[src/rtl/vga_pkg.sv]
// Shared VRAM arbitration types and constants for the character display path.
// Readout slot reservation lives here so every VRAM client agrees on it.
package vga_pkg;

    localparam int unsigned VRAM_ADDR_W = 13;
    localparam int unsigned VRAM_DATA_W = 8;

    // Phases 1 and 5 of the 8-cycle fetch period belong to the readout path.
    localparam logic [7:0] RD_SLOT_MASK_DEFAULT = 8'b0010_0010;

    typedef enum logic [1:0] {
        IDLE,
        PEND,
        RDWAIT,
        ACK
    } arb_state_t;

    function automatic logic slotReserved(
        input logic [7:0] mask,
        input logic       active,
        input logic [2:0] phase
    );
        return active & mask[phase];
    endfunction

endpackage

[src/rtl/vram_arbiter.sv]
// Shares the single-port VRAM between display readout and the host port.
// Readout slots always win; host ops fill the remaining cycles of the fetch period.
module vram_arbiter
    import vga_pkg::*;
#(
    parameter int unsigned ADDR_W           = VRAM_ADDR_W,
    parameter int unsigned DATA_W           = VRAM_DATA_W,
    parameter logic [7:0]  RD_SLOT_MASK     = RD_SLOT_MASK_DEFAULT,
    parameter bit          WRITE_BLANK_ONLY = 1'b0
) (
    input  logic              clk,
    input  logic              rst,
    input  logic              rdActive,
    input  logic [2:0]        rdPhase,
    input  logic [ADDR_W-1:0] rdAddr,
    input  logic              hostReq,
    input  logic              hostWe,
    input  logic [ADDR_W-1:0] hostAddr,
    input  logic [DATA_W-1:0] hostWdata,
    output logic              hostAck,
    output logic [DATA_W-1:0] hostRdata,
    output logic [ADDR_W-1:0] vramAddr,
    output logic              vramWe,
    output logic [DATA_W-1:0] vramWdata,
    input  logic [DATA_W-1:0] vramRdata
);

    arb_state_t        state;
    logic              latWe;
    logic [ADDR_W-1:0] latAddr;
    logic [DATA_W-1:0] latData;

    logic reserved;
    logic hostFree;
    logic issue;

    always_comb begin
        reserved  = slotReserved(RD_SLOT_MASK, rdActive, rdPhase);
        // Blank-only writes additionally need the readout to be idle this cycle.
        hostFree  = !reserved && !(WRITE_BLANK_ONLY && latWe && rdActive);
        issue     = (state == PEND) && hostFree;
        vramAddr  = issue ? latAddr : rdAddr;
        vramWe    = issue && latWe;
        vramWdata = latData;
    end

    always_ff @(posedge clk or posedge rst) begin
        if (rst) begin
            state     <= IDLE;
            latWe     <= 1'b0;
            latAddr   <= '0;
            latData   <= '0;
            hostAck   <= 1'b0;
            hostRdata <= '0;
        end else begin
            hostAck <= 1'b0;
            unique case (state)
                IDLE: begin
                    if (hostReq) begin
                        latWe   <= hostWe;
                        latAddr <= hostAddr;
                        latData <= hostWdata;
                        state   <= PEND;
                    end
                end
                PEND: begin
                    if (hostFree) begin
                        if (latWe) begin
                            hostAck <= 1'b1;
                            state   <= ACK;
                        end else begin
                            state <= RDWAIT;
                        end
                    end
                end
                RDWAIT: begin
                    // VRAM returns data one cycle after the issue cycle.
                    hostRdata <= vramRdata;
                    hostAck   <= 1'b1;
                    state     <= ACK;
                end
                ACK: begin
                    state <= IDLE;
                end
                default: begin
                    state <= IDLE;
                end
            endcase
        end
    end

endmodule
[config.mk]
export PLATFORM = sky130hd
export DESIGN_NAME = vram_arbiter
export DESIGN_NICKNAME = d
export VERILOG_FILES = /design/src/rtl/vga_pkg.sv /design/src/rtl/vram_arbiter.sv
export SDC_FILE = /design/constraint.sdc
export NUM_CORES = 1
export LEC_CHECK = 0
export ABC_AREA = 0
export ABC_CLOCK_PERIOD_IN_PS = 3400
export CAP_MARGIN = 20
export CELL_PAD_IN_SITES_DETAIL_PLACEMENT = 0
export CELL_PAD_IN_SITES_GLOBAL_PLACEMENT = 1
export CORE_MARGIN = 5
export CORE_UTILIZATION = 32
export CTS_CLUSTER_DIAMETER = 80
export CTS_CLUSTER_SIZE = 16
export DETAILED_ROUTE_END_ITERATION = 10
export PLACE_DENSITY = 0.95
export SYNTH_ARGS = -nofsm -noshare
export SYNTH_HDL_FRONTEND = slang
export SYNTH_SLANG_ARGS = --single-unit
[constraint.sdc]
create_clock -name clk -period 3.4 [get_ports clk]
set_input_delay 0.51 -clock clk [delete_from_list [all_inputs] [get_ports clk]]
set_output_delay 0.51 -clock clk [all_outputs]
set_load 0.05 [all_outputs]
Yosys cells after proc, flatten, opt, wreduce, memory -nomap -nowiden
Memory sizes are Yosys's and may differ from the RTL's.
Cells that the tools add are included.
{"block": "classes", "n_addsub": 0, "mul": 0, "n_div": 0, "magnitude_cmp": 1, "n_eq_ne": 5, "shifts": 0, "muxes": 9, "n_bitwise": 1, "reduce_logical": 6}
{"op": "13-bit two-way mux", "n": 1}
{"op": "2-bit case mux with 4 select lines", "n": 1}
{"op": "2-bit equality test, second input constant", "n": 2}
{"op": "3-bit by 4-bit < comparator with 1-bit output, second input constant", "n": 1}
{"op": "1-bit two-way mux", "n": 4}
{"op": "2-bit two-way mux", "n": 2}
{"op": "2-bit inequality test, second input constant", "n": 2}
{"op": "2-bit AND reduction", "n": 2}
{"op": "2-bit by 1-bit equality test with 1-bit output, second input constant", "n": 1}
{"op": "1-bit logical AND", "n": 2}
{"op": "2-bit zero test", "n": 1}
{"op": "1-bit case mux with 2 select lines", "n": 1}
{"op": "1-bit bitwise AND", "n": 1}
{"op": "1-bit zero test", "n": 1}
{"block": "word_totals", "regBits": 33, "latchBits": 0, "ram_bits": 0, "mem_bits_ro": 8, "inputBits": 50, "output_inout_bits": 31, "elab_cells": 29, "mem_count": 1}
{"name": "(no name shown)", "depth": 8, "word_bits": 1, "read_ports": 1, "rd_ports_with_merged_regs": 0, "wr": 0, "line_no": "vga_pkg.sv:23", "text": "return active & mask[phase];"}

Logic depth before layout (Yosys ltp)
{"block": "depth", "ltp_word": 6, "ltp_mapped": 5, "depth_no_buf": 5}

Worst setup path after synthesis
No wires, ideal clock.
{"block": "synth_timing", "path_type": "reg-to-output", "start": "register state[1]", "end": "output vramAddr[10]", "arrival_time_ps": 1325, "required_ps": 2890, "path_slack_ps": 1565, "stages_incl_launch_ff": 6, "cell_sequence": "dfrtp_1 > inv_1 > ha_1 > o21ai_4 > buf_12 > mux2_4"}
{"block": "synth_between", "elab_chain_len": 3}
{"element": "from (decl)", "line_no": "vram_arbiter.sv:28", "text": "arb_state_t state;"}
{"element": "from (signal assigned)", "line_no": "vram_arbiter.sv:49", "text": "state <= IDLE;"}
{"element": "from (signal assigned)", "line_no": "vram_arbiter.sv:63", "text": "state <= PEND;"}
{"element": "from (signal assigned)", "line_no": "vram_arbiter.sv:70", "text": "state <= ACK;"}
{"element": "2-bit by 1-bit equality test with 1-bit output", "line_no": "vram_arbiter.sv:41", "text": "issue = (state == PEND) && hostFree;"}
{"element": "1-bit logical AND", "line_no": "vram_arbiter.sv:41"}
{"element": "13-bit two-way mux", "line_no": "vram_arbiter.sv:42", "text": "vramAddr = issue ? latAddr : rdAddr;"}
{"element": "to (decl)", "line_no": "vram_arbiter.sv:22", "text": "output logic [ADDR_W-1:0] vramAddr,"}
No other way between the ends.

Worst setup path after layout
{"block": "layout_timing", "start": "input rdPhase[0]", "end": "output vramAddr[12]"}
{"block": "layout_between", "elab_chain_len": 6}
{"element": "from (decl)", "line_no": "vram_arbiter.sv:14", "text": "input logic [2:0] rdPhase,"}
{"element": "memory read 8 x 1 bit"}
{"element": "1-bit two-way mux (implied by the code)", "line_no": "vga_pkg.sv:23"}
{"element": "1-bit bitwise AND", "line_no": "vga_pkg.sv:23"}
{"element": "1-bit zero test", "line_no": "vram_arbiter.sv:40", "text": "hostFree = !reserved && !(WRITE_BLANK_ONLY && latWe && rdActive);"}
{"element": "1-bit logical AND", "line_no": "vram_arbiter.sv:41"}
{"element": "13-bit two-way mux", "line_no": "vram_arbiter.sv:42"}
No other way between the ends. The select of a mux whose other input is x is not followed.

==> run summary <==
• **outcome** finished clean
• **wire length of the first global-routing pass** 5520 µm
• **Sink Count** 33
• **grt ovf** 0
• **number of slew-limit violations in the final report** 0
• **Synth area leader** sky130_fd_sc_hd__dfrtp_1
• **worst setup slack after layout** 0.382 ns
• **maximum number of buffers from clock root to sink** 2
• **critical setup path kind** input pin to output port
• **Cell Area, Synth** 1550 µm²
• **number of buffers added to fix hold violations after cts** 0
• **PortBufs** 79
• **setup clock skew after layout** 0.00373 ns
• **number of global-route vias before repair** 1120
• **worst supply voltage drop on vdd** 481 µV
• **proportion of power drawn by combinational gates** 0.614
• **unique cell type count in the Yosys netlist** 20
• **Pwr Density** 1020 nW/µm²
• **post-route ant nets** 0
• **core area** 4720 µm²
• **die height** 79.6 µm
• **type of the worst min-delay path** flip-flop to flip-flop
• **leading cell types in the layout, fill and taps excluded** 79 x sky130_fd_sc_hd__clkdlybuf4s50_1, 33 x sky130_fd_sc_hd__mux2_2, 33 x sky130_fd_sc_hd__dfrtp_1
• **drt first pass iters** 4
• **Syn Area/Cell** 15.5 µm²
• **final period utilization** 0.888
• **Worst Max-Slew Pin Slew** 0.894 ns
• **Critical Path Start Type** input pin
• **switching power** 0.00111 W
• **die width** 79.6 µm
• **normalized max-slew margin** 0.403
• **Yosys warnings** 0
• **pin count of the biggest net entering global routing** 24
• **last weighted congestion value of the routability-driven placer** 0.636
• **Antenna diodes** 0
• **worst slack after detailed placement** 0.369 ns
• **number of cells after detailed placement** 245
• **fill cell instance count of the final layout** 407
• **Clock Pin Slew Worst Setup and Hold Paths** 0.06 ns
• **Worst setup EP type** output port
• **clock latency on the worst-skew pair** 0.27 ns
• **non-filler cells, final** 252
• **CTS tree** built
• **area of the die** 6330 µm²
• **initial standard-cell utilization of the core** 0.328
• **final layout net count** 239
• **Post-CTS Setup Inserts** 0
• **highest net fanout along the worst path** 13
• **post-synth top area share** 0.533
• **number of setup violations in the final report** 0
• **site row count** 25
• **leakage power total** 1.06 nW
• **sequential share of power** 0.273
• **# resized after CTS** 0
• **accumulated negative setup slack** 0 ns
• **unrepaired setup endpoints after global routing** no
• **cts bufs inserted** 5
• **area delta synth->final** 60.9%
• **DRC violations left** 0
• **Cells after Synth** 100
• **worst path required time** 2.89 ns
• **half-perimeter wire length of the detailed placement result** 2820 µm
• **final routed wire length divided by cell count** 14.1 µm
• **detailed-route vias per instance** 4.41
• **commonest non-fill, non-tap cell in the layout** sky130_fd_sc_hd__clkdlybuf4s50_1
• **count of boundary I/O pins** 81
• **Final Hold Fails** 0
• **max frequency** 331 MHz
• **final wirelength** 3560 µm
• **net count after synthesis** 154
• **First DRT Iteration DRCs** 18
• **maximum level of the CTS H-tree** 2
• **switching power as a share of total power** 0.437
• **total via count in the routed design** 1111
• **Internal Pwr Total** 0.00143 W
• **register area share after synthesis** 0.533
• **crit path time final** 3.02 ns
• **register bit count reported by yosys** 33
• **clock group share of total power** 0.113
• **Crit path arrival time** 2.51 ns
• **clock root buffer master** sky130_fd_sc_hd__clkbuf_8
• **aggregate global-route resource usage** 0.117
• **proportion of layout cells with a drive suffix above 1** 0.303
• **Area contributors post-synth** sky130_fd_sc_hd__dfrtp_1 53%, sky130_fd_sc_hd__mux2_2 24%, sky130_fd_sc_hd__mux2_4 9.7%
• **# Max-Cap Violations** 0
• **antenna violations before repair** 0
logic make-up after synthesis:
family,share of synthesized area
buf+inv,0.0331
mux,0.337
fa+ha+maj,0.0323
compound gates,0.0412
flops,0.533
simple gates,0.0234
cells in the mapped netlist:
cell	number
sky130_fd_sc_hd__o21a_1	1
sky130_fd_sc_hd__nor3b_1	1
sky130_fd_sc_hd__buf_4	2
sky130_fd_sc_hd__mux2_2	33
sky130_fd_sc_hd__a21oi_1	1
sky130_fd_sc_hd__nand4b_1	1
sky130_fd_sc_hd__buf_2	1
sky130_fd_sc_hd__o21ai_4	1
sky130_fd_sc_hd__inv_1	3
sky130_fd_sc_hd__o21ba_2	1
sky130_fd_sc_hd__o211ai_1	1
sky130_fd_sc_hd__nand2_1	2
sky130_fd_sc_hd__mux2_4	10
sky130_fd_sc_hd__dfrtp_1	33
sky130_fd_sc_hd__nand2_2	1
sky130_fd_sc_hd__a32oi_1	1
sky130_fd_sc_hd__buf_12	1
sky130_fd_sc_hd__ha_1	4
sky130_fd_sc_hd__a31o_2	1
sky130_fd_sc_hd__nand2b_1	1
path summary, 6_finish.rpt:
path                               from           end  slack [ns]  depth (start not counted)
setup reg to reg               state[0]  vramWdata[6]        1.90                          5
hold reg to reg            vramWdata[1]  vramWdata[1]        0.50                          1
max in group asynchronous           rst  vramWdata[0]        1.98                          3
hold / removal             vramWdata[1]  vramWdata[1]        0.50                          1
setup / recovery             rdPhase[0]  vramAddr[12]        0.38                          6
min in group asynchronous           rst  vramWdata[5]        0.73                          2
final cells by class:
class | count | area (µm²) | share of cell area
flip-flops and latches | 33 | 826 | 0.331
repair buffers | 82 | 813 | 0.326
multi-input cells | 60 | 672 | 0.270
clock buffers | 7 | 86.3 | 0.0346
well taps | 67 | 83.8 | 0.0336
inverters | 3 | 11.3 | 0.00452
routing by layer:
| layer | track usage | vias to the layer above | part of all wire |
|---|---|---|---|
| li1 | - | 530 | - |
| met1 | 0.141 | 519 | 0.44 |
| met2 | 0.179 | 60 | 0.46 |
| met3 | 0.0564 | 2 | 0.10 |
| met4 | 0.0412 | 0 | 0.0076 |
| met5 | 0 | - | 0 |
sequential cells by signal, summed over array words and instances, names as in the netlist:
register	count
vramWdata	8
latWe	1
latAddr	13
hostAck	1
state	2
hostRdata	8
power by group through the flow:
stage / combinational, W / clock (W) / sequential [W]
after floorplan: 0.000797 / 0 / 0.00104
after global placement: 0.00157 / 0 / 0.000690
after detailed placement: 0.00158 / 0 / 0.000703
after CTS: 0.00159 / 0.000306 / 0.000699
after global routing: 0.00164 / 0.000320 / 0.000721
final: 0.00156 / 0.000287 / 0.000695
metrics by stage:
step                      hold WS (ns)  power (W)  area [µm²]   util
after floorplan                  0.475    0.00183        1550      -
after global placement           0.488    0.00226        2410  0.509
after detailed placement         0.494    0.00229        2410  0.509
after CTS                        0.509    0.00259        2490  0.528
after global routing             0.514    0.00269        2490  0.528
final                            0.503    0.00255        2490  0.528
critical path, cell delays in order:
cell	delay, ns
sky130_fd_sc_hd__clkdlybuf4s50_1	0.50
sky130_fd_sc_hd__nand2_2	0.08
sky130_fd_sc_hd__o21ai_4	0.11
sky130_fd_sc_hd__buf_4	0.25
sky130_fd_sc_hd__mux2_2	0.36
sky130_fd_sc_hd__clkdlybuf4s50_1	0.70
No activity file was read; power rests on OpenSTA's default activity.
==> RTL change (same settings) <==
The parameter `WRITE_BLANK_ONLY` goes from 1'b0 to 1'b1.
--- a/src/rtl/vram_arbiter.sv
+++ b/src/rtl/vram_arbiter.sv
@@ -6,7 +6,7 @@
     parameter int unsigned ADDR_W           = VRAM_ADDR_W,
     parameter int unsigned DATA_W           = VRAM_DATA_W,
     parameter logic [7:0]  RD_SLOT_MASK     = RD_SLOT_MASK_DEFAULT,
-    parameter bit          WRITE_BLANK_ONLY = 1'b0
+    parameter bit          WRITE_BLANK_ONLY = 1'b1
 ) (
     input  logic              clk,
     input  logic              rst,
Function: changed (a bounded check fails within 4 cycles, from zero or initial values and one cycle with rst high).
==> RTL change against the unedited design <==
- area after synthesis decreased by 1.5%
- sequential cell count unchanged
- routed wire length increased by 1.8%
- clock skew decreased by 0.0016 ns
- setup slack improved by 0.46 ns
- via count decreased by 0.72%
- total power decreased by 2.3%
- final cell count decreased by 4.8%
- final area decreased by 2.0%
- critical path type is now flop to primary output
- largest power group unchanged
==> RTL change: results (changes against the unedited design) <==
* Largest reg by FF count: latAddr
* Normalized max-slew margin at 38.5% (-1.8 points)
* WHS Endpoint: vramWdata[6]
* Status: finished, final reports clean
* Yosys cell types at 15 (-25%)
* CP arrival at 2.05 ns (-0.46 ns)
* CP Max Fanout at 4 (-9)
* Sw Share at 43.8% (+0.11 points)
* Syn nets at 155 (+0.65%)
* Adder-cell share of the synthesized area at 3.28% (+0.048 points)
* Fillers at 429 (+5.4%)
* Mux share of post-synthesis cell area at 35.6% (+1.9 points)
* Routed wl met3 at 248 um (-31%)
* Vias in the first global route at 1199 (+7.1%)
* Post-DP HPWL at 2880 um (+2.0%)
* Share of total power in the clock network at 13.2% (+1.9 points)
* Min-delay src: vramWdata[6]
* Pleak at 1.09 nW (+3.5%)
* Post-synthesis sequential area ratio at 54.1% (+0.79 points)
* Global Route Usage Sum at 12.0% (+0.39 points)
* Met2 wire length at 1940 um (+20%)
* Met3 global-route usage at 4.42% (-1.2 points)
* GRT met2 Usage at 21.6% (+3.7 points)
* Gpl congestion at 0.731 (+15%)
* M1 WL at 1370 um (-12%)
* DR pass1 iterations at 3 (-1)
* Placed Area at 2340 sq um (-2.7%)
* Layout cells sized above 1 at 37.1% (+6.8 points)
* Clk Tree Root Cell: clkbuf_8
* GR Layer Usage met1 at 12.7% (-1.4 points)
* Peak VDD IR at 432 uV (-10%)
* Final wirelength at 3630 um (+1.8%)
* Post-synth top cells: mux2_2 (34), dfrtp_1 (33), mux2_4 (10)
* Slowest stage delay, CP at 0.81 ns (+0.11 ns)
* Reg2reg path depth at 4 (-1)
* Yosys warns at 0 (unchanged)
* Cts bufs inserted at 5 (unchanged)
* First-pass GRT wire length at 5710 um (+3.4%)
* Crit path to: vramWe
* Critical path startpoint: state[1]
* R2R setup slack at 1.48 ns (-0.42 ns)
* Largest net degree at the start of global routing at 23 (-4.2%)
* Iteration-0 DRC Markers at 23 (+5)
* Via count at 1103 (-0.72%)
[RTL change: cell count changes after synthesis, moves of 2 or more]
cell and delta:
and3_1 +2, buf_2 +2, buf_4 -2, inv_1 +3
[RTL change: layout make-up]
cell class                 count  area share (%)
sequential                    33            33.8
multi-input combinational     58            26.7
tap                           54            2.77
inverter                       6           0.922
clock inverter                 1           0.205
clock buffer                   7            3.94
timing repair buffer          81            31.7
[RTL change: metrics by stage]
stage                     util [%]  power (mW)  setup slack (ns)  hold WS, ns  cells
after global routing          52.1        2.62             0.753        0.525    240
after CTS                     52.1        2.53             0.828        0.510    240
after floorplan                  -        1.75              1.51        0.475    101
after global placement        49.9        2.15             0.874        0.486    232
after detailed placement      49.9        2.19             0.855        0.494    232
final                         52.1        2.49             0.839        0.507    240
[RTL change: worst max-delay path, delay by kind of cell, from the launching register on]
family                   cells  cell delay [ns]
buffers and inverters        2             0.92
flip-flops                   1             0.41
adder cells (fa/ha/maj)      1             0.22
AND/OR/NAND/NOR              1             0.21
